--- config.mk ---
export PLATFORM = sky130hd
export DESIGN_NAME = word_serializer
export DESIGN_NICKNAME = d
export VERILOG_FILES = /design/src/rtl/word_serializer.sv
export SDC_FILE = /design/constraint.sdc
export NUM_CORES = 1
export LEC_CHECK = 0
export CAP_MARGIN = 20
export CORE_MARGIN = 3
export CORE_UTILIZATION = 50
export DETAILED_ROUTE_END_ITERATION = 8
export PLACE_DENSITY = 0.87
export REMOVE_ABC_BUFFERS = 1
export SYNTH_ARGS = -nofsm -noshare
export SYNTH_HDL_FRONTEND = slang
export SYNTH_SLANG_ARGS = --single-unit
--- constraint.sdc ---
create_clock -name clk -period 9 [get_ports clk]
set_input_delay 0.9 -clock clk [delete_from_list [all_inputs] [get_ports clk]]
set_output_delay 0.9 -clock clk [all_outputs]
set_load 0.02 [all_outputs]
--- src/rtl/word_serializer.sv ---
// Parallel-to-serial word converter with valid/ready on both sides, per-vector
// length, selectable word order and a last-word marker; reloads back-to-back.
module word_serializer #(
  parameter int unsigned WIDTH     = 16,
  parameter int unsigned NUM_WORDS = 4,
  parameter int unsigned REVERSE   = 0,
  localparam int unsigned CW       = $clog2(NUM_WORDS + 1)
) (
  input  logic                       clk,
  input  logic                       rst,
  input  logic [NUM_WORDS*WIDTH-1:0] in_data,
  input  logic [CW-1:0]              in_len,
  input  logic                       in_valid,
  output logic                       in_ready,
  output logic [WIDTH-1:0]           out_data,
  output logic                       out_valid,
  output logic                       out_last,
  input  logic                       out_ready
);

  localparam int unsigned IW = $clog2(NUM_WORDS);
  localparam logic [CW-1:0] LEN_ONE = CW'(1);
  localparam logic [CW-1:0] LEN_MAX = CW'(NUM_WORDS);
  localparam logic [IW-1:0] IDX_ONE = IW'(1);

  typedef enum logic {IDLE, SEND} state_t;

  state_t                           state_q, state_d;
  logic [IW-1:0]                    idx_q, idx_d;
  logic [CW-1:0]                    cnt_q, cnt_d;
  logic [CW-1:0]                    len_q, len_d;
  logic [NUM_WORDS-1:0][WIDTH-1:0]  buffer;

  logic          in_fire;
  logic          out_fire;
  logic          load;
  logic [CW-1:0] eff_len;

  // Out-of-range lengths (0 or above NUM_WORDS) mean a full vector.
  always_comb begin
    eff_len = in_len;
    if (in_len == '0 || in_len > LEN_MAX)
      eff_len = LEN_MAX;
  end

  always_comb begin
    state_d   = state_q;
    idx_d     = idx_q;
    cnt_d     = cnt_q;
    len_d     = len_q;
    load      = 1'b0;

    out_valid = (state_q == SEND);
    out_data  = out_valid ? buffer[idx_q] : '0;
    out_last  = out_valid && (cnt_q == len_q - LEN_ONE);
    out_fire  = out_valid & out_ready;
    in_ready  = (state_q == IDLE) | (out_fire & out_last);
    in_fire   = in_valid & in_ready;

    // An accept in SEND can only coincide with the final beat, so it takes priority.
    if (in_fire) begin
      load    = 1'b1;
      state_d = SEND;
      cnt_d   = '0;
      len_d   = eff_len;
      idx_d   = (REVERSE != 0) ? IW'(eff_len - LEN_ONE) : '0;
    end else if (out_fire) begin
      if (out_last) begin
        state_d = IDLE;
      end else begin
        cnt_d = cnt_q + LEN_ONE;
        idx_d = (REVERSE != 0) ? idx_q - IDX_ONE : idx_q + IDX_ONE;
      end
    end
  end

  always_ff @(posedge clk or posedge rst) begin
    if (rst) begin
      state_q <= IDLE;
      idx_q   <= '0;
      cnt_q   <= '0;
      len_q   <= '0;
    end else begin
      state_q <= state_d;
      idx_q   <= idx_d;
      cnt_q   <= cnt_d;
      len_q   <= len_d;
    end
  end

  // Word storage carries no reset; it is only observed while in SEND.
  always_ff @(posedge clk) begin
    if (load)
      buffer <= in_data;
  end

endmodule

=== Yosys cells after proc, flatten, opt, wreduce, memory -nomap -nowiden ===
Cells that the tools add are included.
W data, S select, Z words.

* Add/sub/neg operators: 3
* Multiply operators: 0
* Divide/modulo/power cells: 0
* $lt $le $gt $ge: 2
* Equality and inequality tests: 2
* Shifts and indexed selects: 0
* Multiplexer cells: 14
* Bitwise logic cells: 5
* Reductions and logical operators: 7

{| class="wikitable"
|+ Operator list
! operator !! number
|-
| $bmux W16 S2 || 1
|-
| $mux W16 || 2
|-
| $mux W3 || 4
|-
| $mux W2 || 3
|-
| $mux W1 || 4
|-
| $reduce_and A2 Y1 || 2
|-
| $reduce_bool A2 Y1 || 2
|-
| $add A3 B1 Y3 const B || 1
|-
| $and A1 B1 Y1 || 3
|-
| $eq A3 B3 Y1 || 1
|-
| $gt A3 B3 Y1 const B || 1
|-
| $logic_not A3 Y1 || 1
|-
| $lt A2 B3 Y1 const B || 1
|-
| $sub A3 B1 Y3 const B || 1
|-
| $add A2 B1 Y2 const B || 1
|-
| $ne A2 B1 Y1 const B || 1
|-
| $logic_and A1 B1 Y1 || 1
|-
| $logic_or A1 B1 Y1 || 1
|-
| $not A1 Y1 || 1
|-
| $or A1 B1 Y1 || 1
|}

* Flip-flop bits (word level): 73
* Latch bits: 0
* RAM bits: 0
* ROM bits: 0
* Input bits: 71
* Output and inout bits: 19
* Word-level logic and storage cells: 41
* Memories kept: 0

=== Depth between registers and ports, before layout ===
Gate-level depths: netlist of the first run.

* Word-level depth: 8
* Mapped depth: 6
* Depth with buffers taken out: 6

=== Worst setup path after synthesis of the first run ===
Ideal clock, no wire load.

* Path kind: input-to-reg
* Start: input port out_ready
* End: register buffer[0] (netlist bit), enable pin
* Library setup time: 0.418 ns
* Arrival time: 2.959 ns
* Data required time: 8.582 ns
* Slack: 5.623 ns
* Stages: 4
* Path buffers: 0
* Path through: inv_1 > o41ai_4 > nand2_2 > inv_1

* Word-level cells in the longest chain between the ends: 5

{| class="wikitable"
|+ Ends and longest elaborated chain
! element !! RTL line !! text
|-
| start: declaration || 18 || <nowiki>input logic out_ready</nowiki>
|-
| $and A1 B1 Y1 || 56 || <nowiki>out_fire = out_valid & out_ready;</nowiki>
|-
| $and A1 B1 Y1 || 57 || <nowiki>in_ready = (state_q == IDLE) | (out_fire & out_last);</nowiki>
|-
| $or A1 B1 Y1 || 57 ||
|-
| via in_ready || 14 || <nowiki>output logic in_ready,</nowiki>
|-
| $and A1 B1 Y1 || 58 || <nowiki>in_fire = in_valid & in_ready;</nowiki>
|-
| via in_fire || 34 || <nowiki>logic in_fire;</nowiki>
|-
| $mux W1 || 61 || <nowiki>if (in_fire) begin</nowiki>
|-
| end signal: assignment || 94 || <nowiki>buffer <= in_data;</nowiki>
|-
| end: declaration || 32 || <nowiki>logic [NUM_WORDS-1:0][WIDTH-1:0] buffer;</nowiki>
|}

The timed path passes the listed nets, and every way through them passes these cells.
A chain may end at the register's enable or synchronous reset.

=== Worst setup path after layout of the first run ===
* Start: input port out_ready
* End: output port in_ready

* Word-level cells in the longest chain between the ends: 3

{| class="wikitable"
|+ Ends and longest elaborated chain
! element !! RTL line
|-
| $and A1 B1 Y1 || 56
|-
| $and A1 B1 Y1 || 57
|-
| $or A1 B1 Y1 || 57
|-
| end: declaration || 14
|}

Every way passes these cells.

==> impl_metrics.json, run 1 <==
{
  "ant_nets": 0,
  "maxCapViolCount": 0,
  "gr-usage-all-layers_pct": 19.2,
  "start_util_pct": 53.2,
  "ctsHoldBuffers": 0,
  "cts_resized": 0,
  "holdPathStages": 2,
  "p_leak_nw": 1.52,
  "fin_nets": 328,
  "root_buffer": "clkbuf_8",
  "viasPerCell": 5.38,
  "worstPathCellList": "clkdlybuf4s50_1 -> inv_1 -> o41ai_4 -> clkdlybuf4s50_1",
  "finalSetupTns_ns": 0,
  "finalHoldWorstSlack_ns": 0.531,
  "critPathArrivalTime_ns": 2.76,
  "finalCritPeriodShare_pct": 40.7,
  "power.density_nw_per_um2": 354,
  "rsz0062_at_grt": "no",
  "cts_buffers": 9,
  "critPathRequiredTime_ns": 8.10,
  "postCtsSetupBuffers": 0,
  "clkLatencyLatePin_ns": 0.34,
  "synthCells": 158,
  "critPathMaxStageDelay_ns": 0.67,
  "multiInputGateArea_sq_um": 813,
  "final-hold-violation-count": 0,
  "die_y_microns": 83.7,
  "wl_per_cell_microns": 18.6,
  "ys_types": 27,
  "synth_area_per_cell_sq_um": 19.1,
  "gp_congestion": 0.843,
  "fmax_mhz": 273,
  "syn_area_sq_um": 3020,
  "core_sq_um": 5680,
  "cp-start-kind": "input port",
  "grt_pass1_vias": 1994,
  "ioPinCount": 90,
  "worst_r2r_path_depth": 7,
  "setup_viol": 0,
  "slowest_stage": "clkdlybuf4s50_1",
  "worst_pin_slew_ns": 0.830,
  "grt_antenna_before_repair": 0,
  "layout_commonest_cell": "clkdlybuf4s50_1",
  "min_path_type": "reg -> reg",
  "h-tree-depth": 3,
  "dp_hpwl_microns": 4540,
  "postLayoutCoreUtil_pct": 74.4,
  "yosysTopAreaCell": "edfxtp_1",
  "clockBufferDepth": 2,
  "skew_ns": 0.00456,
  "max_slew_margin_pct": 44.7,
  "clkTransAtPathRegs_ns": 0.07,
  "critical_path_class": "in -> out",
  "drive_gt1_share_pct": 16.2,
  "routed_wl_microns": 6150,
  "crit_path_max_fanout": 8,
  "worstSetupEndpointType": "primary output",
  "die_w_microns": 83.7,
  "min_period_ns": 3.66,
  "layout.cells.non_filler": 331,
  "drtPass1Iterations": 4,
  "preCtsSetupSlack_ns": 5.36,
  "yosys_warnings": 0,
  "n_antenna_cell": 0,
  "drt_iter0_drc": 79,
  "grt_start_max_net_pins": 37,
  "mostFrequentLayoutCells": "clkdlybuf4s50_1 (89), edfxtp_1 (64), and2_1 (17)",
  "area_growth_pct": 39.9,
  "drc_errors": 0,
  "synth_top_area_share_pct": 63.7,
  "io_buffer_count": 89,
  "slew_violations": 0,
  "placed_cells": 315,
  "overflow": 0,
  "ys_seq_elements": 73,
  "path_common_cell": "clkdlybuf4s50_1",
  "outcome": "completed",
  "regArea_sq_um": 2150,
  "vias": 1781,
  "peakVddDrop_v": 0.000241,
  "fillerInstances": 367,
  "fin_ws_ns": 5.34,
  "die_area_sq_um": 7000,
  "clock_sinks": 73,
  "grt_pass1_wl_microns": 9960,
  "synth_area_leaders": "edfxtp_1 (64%), mux4_2 (12%), dfrtp_1 (7.5%), and2_1 (3.5%), ha_1 (1.2%)",
  "cts_tree": "done",
  "row_count": 27,
  "ys_seq_area_share_pct": 71.2
}
metal layers:
metal	share of wire, %	track usage, %	vias to the layer above	wire [microns]
li1	-	-	814	-
met1	37	21.1	875	2250
met2	55	34.7	76	3380
met3	5.1	4.54	16	316
met4	3.3	9.21	0	200
met5	0	0	-	0
synth_stat cells, drive strengths merged:
cell and count:
o41ai 1, a221o 2, buf 4, and2 18, nand2b 3, mux4 16, o21ai 2, clkbuf 2
edfxtp 64, xor3 1, nor3 1, a21o 3, nand2 5, nand3 1, or2 1, inv 8
nor4 3, or3 2, dfrtp 9, ha 3, mux2i 3, o21ba 1, xnor2 2, o22ai 3
per-stage QoR:
stage          total power [mW]  instance area, sq um
6_report                   1.49                  4220
5_1_grt                    1.57                  4220
4_1_cts                    1.51                  4220
3_5_place_dp               1.21                  3990
3_3_place_gp               1.19                  3990
2_1_floorplan             0.949                  2990
worst max-delay path: cells and delay by family:
kind | cells | cell delay [ns]
AOI/OAI and AO/OA | 1 | 0.44
buffers and inverters | 3 | 1.43
logic make-up after synthesis:
| group | count (synthesis) | share of synthesized area, % |
|---|---|---|
| compound gates | 12 | 3.82 |
| simple gates | 34 | 7.05 |
| fa+ha+maj | 3 | 1.24 |
| buf+inv | 14 | 1.87 |
| mux | 19 | 12.9 |
| xor+xnor | 3 | 1.91 |
| flops | 73 | 71.2 |
worst paths after layout:
kind                            startpoint         end  slack (ns)
worst min-delay path              len_q[1]    len_q[1]        0.53
worst min register to register    len_q[1]    len_q[1]        0.53
max in group asynchronous              rst    idx_q[0]        7.91
min in group asynchronous              rst    cnt_q[0]        0.83
worst max register to register    len_q[0]  buffer[38]        6.07
worst max-delay path             out_ready    in_ready        5.34
report_power, final:
| part | switching, mW | internal, mW |
|---|---|---|
| clock | 0.115 | 0.184 |
| sequential | 0.0608 | 0.481 |
| combinational | 0.314 | 0.339 |
| total | 0.490 | 1.00 |
sequential cells by signal, indices dropped and copies added (netlist names):
register	cells
buffer	64
cnt_q	3
len_q	3
idx_q	2
out_valid	1
cell type report:
type / count / share of cell area [%]
clock inverters: 5 / 2.46
flip-flops and latches: 73 / 50.9
inverters: 8 / 0.711
repair buffers: 91 / 21.5
clock buffers: 11 / 3.11
well taps: 72 / 2.13
multi-input cells: 71 / 19.3
Note: power is estimated with default switching activity, not from simulation.
==> run 2: changes to the inputs <==
--- a/config.mk
+++ b/config.mk
@@ -7,9 +7,9 @@
 export LEC_CHECK = 0
 export CAP_MARGIN = 20
 export CORE_MARGIN = 3
-export CORE_UTILIZATION = 50
+export CORE_UTILIZATION = 47
 export DETAILED_ROUTE_END_ITERATION = 8
-export PLACE_DENSITY = 0.87
+export PLACE_DENSITY = 0.83
 export REMOVE_ABC_BUFFERS = 1
 export SYNTH_ARGS = -nofsm -noshare
 export SYNTH_HDL_FRONTEND = slang
==> constraint.sdc (replaced) <==
create_clock -name clk -period 3.6 [get_ports clk]
set_input_delay 0.36 -clock clk [delete_from_list [all_inputs] [get_ports clk]]
set_output_delay 0.36 -clock clk [all_outputs]
set_load 0.02 [all_outputs]
==> run 2 against run 1 <==
  * Combinational power rose to 2.5 times the previous value
  * Register-to-register slack worse by 5.1 ns
  * Cell area down 0.42%
  * Die area up 5.9%
  * Wire length down 9.8%
  * Sequential cell count unchanged
  * Setup slack worse by 4.5 ns
  * Largest cell class unchanged
==> impl_metrics.json, run 2 (synthesis gave the netlist of run 1 again) <==
{
  "die_y_microns": 86.1,
  "clkLatencyLatePin_ns": 0.34,
  "drtPass1Iterations": 5,
  "min_period_ns": 2.79,
  "worst_r2r_path_depth": 7,
  "r2r_slack_ns": 0.95,
  "fillerInstances": 429,
  "drive_gt1_share_pct": 16.9,
  "cts_buffers": 9,
  "largest_reg_flops": 64,
  "start_util_pct": 49.8,
  "io_buffer_count": 89,
  "regMostFlops": "buffer",
  "vias": 1746,
  "finalCritPeriodShare_pct": 77.5,
  "postCtsSetupBuffers": 0,
  "grt_pass1_vias": 1800,
  "peakVddDrop_v": 0.000565,
  "overflow": 0,
  "slew_violations": 0,
  "clockBufferDepth": 2,
  "n_antenna_cell": 0,
  "final_cell_area_sq_um": 4200,
  "skew_ns": 0.0102,
  "cp-start-kind": "register",
  "outcome": "completed",
  "critPathRequiredTime_ns": 3.24,
  "h-tree-depth": 3,
  "worstSetupEndpointType": "primary output",
  "cts_tree": "done",
  "min_path_type": "in -> async",
  "postLayoutCoreUtil_pct": 69.4,
  "root_buffer": "clkbuf_8",
  "ant_nets": 0,
  "rsz0062_at_grt": "no",
  "die_area_sq_um": 7420,
  "grt_pass1_wl_microns": 8890,
  "die_w_microns": 86.1,
  "wl_per_cell_microns": 16.5,
  "core_sq_um": 6060,
  "ioPinCount": 90,
  "setup_viol": 0,
  "grt_start_max_net_pins": 41,
  "power.density_nw_per_um2": 859,
  "finalHoldWorstSlack_ns": 0.283,
  "clock_sinks": 73,
  "clkTransAtPathRegs_ns": 0.08,
  "critPathArrivalTime_ns": 2.43,
  "cts_resized": 0,
  "viasPerCell": 5.21,
  "row_count": 28,
  "p_leak_nw": 1.50,
  "dpl_cell_area_sq_um": 4010,
  "mostFrequentLayoutCells": "clkdlybuf4s50_1 (89), edfxtp_1 (64), and2_1 (17)",
  "area_growth_pct": 39.4,
  "finalSetupTns_ns": 0,
  "final-hold-violation-count": 0,
  "ctsHoldBuffers": 0,
  "drc_errors": 0,
  "dp_hpwl_microns": 3950,
  "critical_path_class": "reg -> out",
  "grt_antenna_before_repair": 0,
  "worst_pin_slew_ns": 0.830,
  "max_slew_margin_pct": 44.7,
  "gr-usage-all-layers_pct": 16.2,
  "fmax_mhz": 358,
  "fin_nets": 329,
  "routed_wl_microns": 5540,
  "crit_path_max_fanout": 25,
  "drt_iter0_drc": 67,
  "gp_congestion": 0.839,
  "r2r-end": "buffer[15]",
  "timing.rr.start": "len_q[0]",
  "maxCapViolCount": 0,
  "layout_commonest_cell": "clkdlybuf4s50_1",
  "reg_top3": "buffer (64), cnt_q (3), len_q (3)"
}
run 2: report_power, final:
| group | switching [mW] | leakage (nW) | internal [mW] |
|---|---|---|---|
| Sequential | 0.147 | 0.687 | 1.20 |
| Combinational | 0.776 | 0.726 | 0.866 |
| Clock | 0.302 | 0.0893 | 0.319 |
run 2: critical path: stages (launching register included):
cell,delay (ns)
dfrtp_1,0.89
inv_1,0.24
nor4_1,0.33
clkdlybuf4s50_1,0.65
run 2: per-layer routing:
layer	GRT usage [%]	part of all wire (%)	vias to the layer above
met5	0	0	-
met2	25.9	50	80
met4	5.61	0.23	0
met3	5.57	9.4	2
li1	-	-	809
met1	20.6	41	855
run 2: stage by stage:
step                setup WS (ns)  power (mW)  std cells
detailed placement          0.793        3.03        319
finish                      0.810        3.61        335
global route                0.640        3.82        335
global placement            0.893        2.99        319
floorplan                   0.245        2.37        152
CTS                         0.736        3.66        335
run 2: cell type report:
class	count	area [sq um]	share of cell area, %
Clock buffer	9	124	2.95
Multi-Input combinational cell	71	813	19.3
Clock inverter	7	70.1	1.67
Timing Repair Buffer	92	926	22.0
Sequential cell	73	2150	51.1
Inverter	8	30.0	0.714
Tap cell	75	93.8	2.23
run 2: how the worst max path moves through the flow:
stage | startpoint | end | slack [ns]
after global placement | out_ready | buffer[12] | 0.89
after global routing | out_valid | out_last | 0.64
final | out_valid | out_last | 0.81
after CTS | out_valid | out_last | 0.74
after detailed placement | out_ready | buffer[41] | 0.79
after floorplan | len_q[0] | buffer[0] | 0.25
==> run 3: changes to the inputs <==
==> constraint.sdc (replaced) <==
create_clock -name clk -period 2.9 [get_ports clk]
set_input_delay 0.29 -clock clk [delete_from_list [all_inputs] [get_ports clk]]
set_output_delay 0.29 -clock clk [all_outputs]
set_load 0.02 [all_outputs]
==> run 3 against run 2 <==
  * First-iteration DRC count increased by 73%
  * Clock-buffer cell count is 1 higher
  * Combinational power increased by 27%
  * Global-route usage is 0.65 points higher
  * Sequential share of layout area fell by 0.39 points
  * Die area did not move
  * Non-clock buffer count up 1
  * Core utilization grew 0.54 points
  * Clock skew is 0.0013 ns lower
  * Total power rose by 27%
  * Register-to-register slack got worse by 0.43 ns
  * Final cell count up 0.30%
==> impl_metrics.json, run 3 (synthesis gave the netlist of run 1 again) <==
{
  "dp_hpwl_microns": 4000,
  "final-hold-violation-count": 0,
  "io_buffer_count": 89,
  "path_delay_family": "buffers and inverters",
  "clock_sinks": 73,
  "ant_nets": 0,
  "cp-start-kind": "register",
  "setup_viol": 0,
  "dpl_cell_area_sq_um": 4020,
  "rsz0062_at_grt": "no",
  "layout_commonest_cell": "clkdlybuf4s50_1",
  "critPathRequiredTime_ns": 2.61,
  "finalPower_mw": 4.59,
  "viasPerCell": 5.21,
  "worst_pin_slew_ns": 0.814,
  "start_util_pct": 49.8,
  "cts_resized": 0,
  "gp_congestion": 0.831,
  "clockBufferDepth": 2,
  "largest_reg_flops": 64,
  "regArea_sq_um": 2150,
  "crit_buf_inv": 2,
  "routed_wl_microns": 5690,
  "postCtsSetupBuffers": 0,
  "overflow": 0,
  "fillerInstances": 416,
  "r2r_slack_ns": 0.52,
  "root_buffer": "clkbuf_8",
  "gr-usage-all-layers_pct": 16.8,
  "die_y_microns": 86.1,
  "ctsHoldBuffers": 0,
  "cts_buffers": 9,
  "power.density_nw_per_um2": 1080,
  "die_w_microns": 86.1,
  "mostFrequentLayoutCells": "clkdlybuf4s50_1 (89), edfxtp_1 (64), and2_1 (17)",
  "ioPinCount": 90,
  "critPathMaxStageDelay_ns": 0.67,
  "maxCapViolCount": 0,
  "grt_pass1_wl_microns": 8990,
  "area_growth_pct": 40.4,
  "row_count": 28,
  "max_slew_margin_pct": 45.8,
  "slowest_stage": "clkdlybuf4s50_1",
  "min_path_type": "in -> async",
  "grt_antenna_before_repair": 0,
  "drtPass1Iterations": 4,
  "critPathArrivalTime_ns": 2.46,
  "fin_nets": 330,
  "skew_ns": 0.00892,
  "wl_per_cell_microns": 16.9,
  "critical_path_class": "reg -> out",
  "grt_pass1_vias": 1841,
  "regMostFlops": "buffer",
  "die_area_sq_um": 7420,
  "cts_tree": "done",
  "vias": 1749,
  "drive_gt1_share_pct": 17.2,
  "h-tree-depth": 3,
  "worstPathCellList": "inv_1 -> ha_1 -> xor3_2 -> o41ai_4 -> clkdlybuf4s50_1",
  "core_sq_um": 6060,
  "min_period_ns": 2.75,
  "final_cell_area_sq_um": 4240,
  "slew_violations": 0,
  "n_antenna_cell": 0,
  "fmax_mhz": 364,
  "drt_iter0_drc": 116,
  "multiInputGateArea_sq_um": 813,
  "p_leak_nw": 1.52,
  "grt_start_max_net_pins": 65,
  "drc_errors": 0,
  "crit_path_max_fanout": 3,
  "worstSetupEndpointType": "primary output",
  "peakVddDrop_v": 0.000864,
  "finalCritPeriodShare_pct": 94.8,
  "finalSetupTns_ns": 0,
  "outcome": "completed",
  "clkLatencyLatePin_ns": 0.34,
  "clkTransAtPathRegs_ns": 0.07,
  "reg_top3": "buffer (64), cnt_q (3), len_q (3)"
}
[run 3: changes by cell type in the layout (fill, tap and decap cells not counted)]
cell / change
buf_4: +1
clkbuf_1: +1
bufinv_16: +1
clkinv_2: -1
clkinv_1: -1
[run 3: through the flow]
step | utilization [%] | hold slack (ns) | worst slack, ns | std cells
2_1_floorplan | - | 0.118 | -0.455 | 152
3_3_place_gp | 66.3 | 0.522 | 0.512 | 320
3_5_place_dp | 66.3 | 0.537 | 0.468 | 320
4_1_cts | 69.9 | 0.234 | 0.125 | 336
5_1_grt | 69.9 | 0.237 | 0.0175 | 336
6_report | 69.9 | 0.230 | 0.151 | 336
[run 3: layout make-up]
cell class / instances / area share [%]
Clock buffer: 10 / 3.01
Clock inverter: 6 / 2.16
Inverter: 8 / 0.709
Multi-Input combinational cell: 71 / 19.2
Tap cell: 75 / 2.22
Sequential cell: 73 / 50.7
Timing Repair Buffer: 93 / 22.0
[run 3: path summary, 6_finish.rpt]
check	start	endpoint	cells after the start
max in group asynchronous	rst	idx_q[1]	2
worst min register to register	len_q[2]	len_q[2]	2
min in group clk	in_data[57]	buffer[57]	1
worst max-delay path	len_q[0]	in_ready	5
worst max register to register	len_q[0]	buffer[62]	7
worst min-delay path	rst	len_q[2]	2
[run 3: power breakdown]
group          internal (mW)  switching, mW
logic                   1.08           1.01
clock network          0.487          0.372
registers               1.49          0.148
total                   3.06           1.53
[run 3: routing by layer]
metal  part of all wire, %  track usage [%]  up-vias
met4                   2.0             7.05        0
li1                      -                -      816
met1                    40             20.8      836
met3                   7.9             6.63       12
met5                     0                0        -
met2                    50             26.4       85
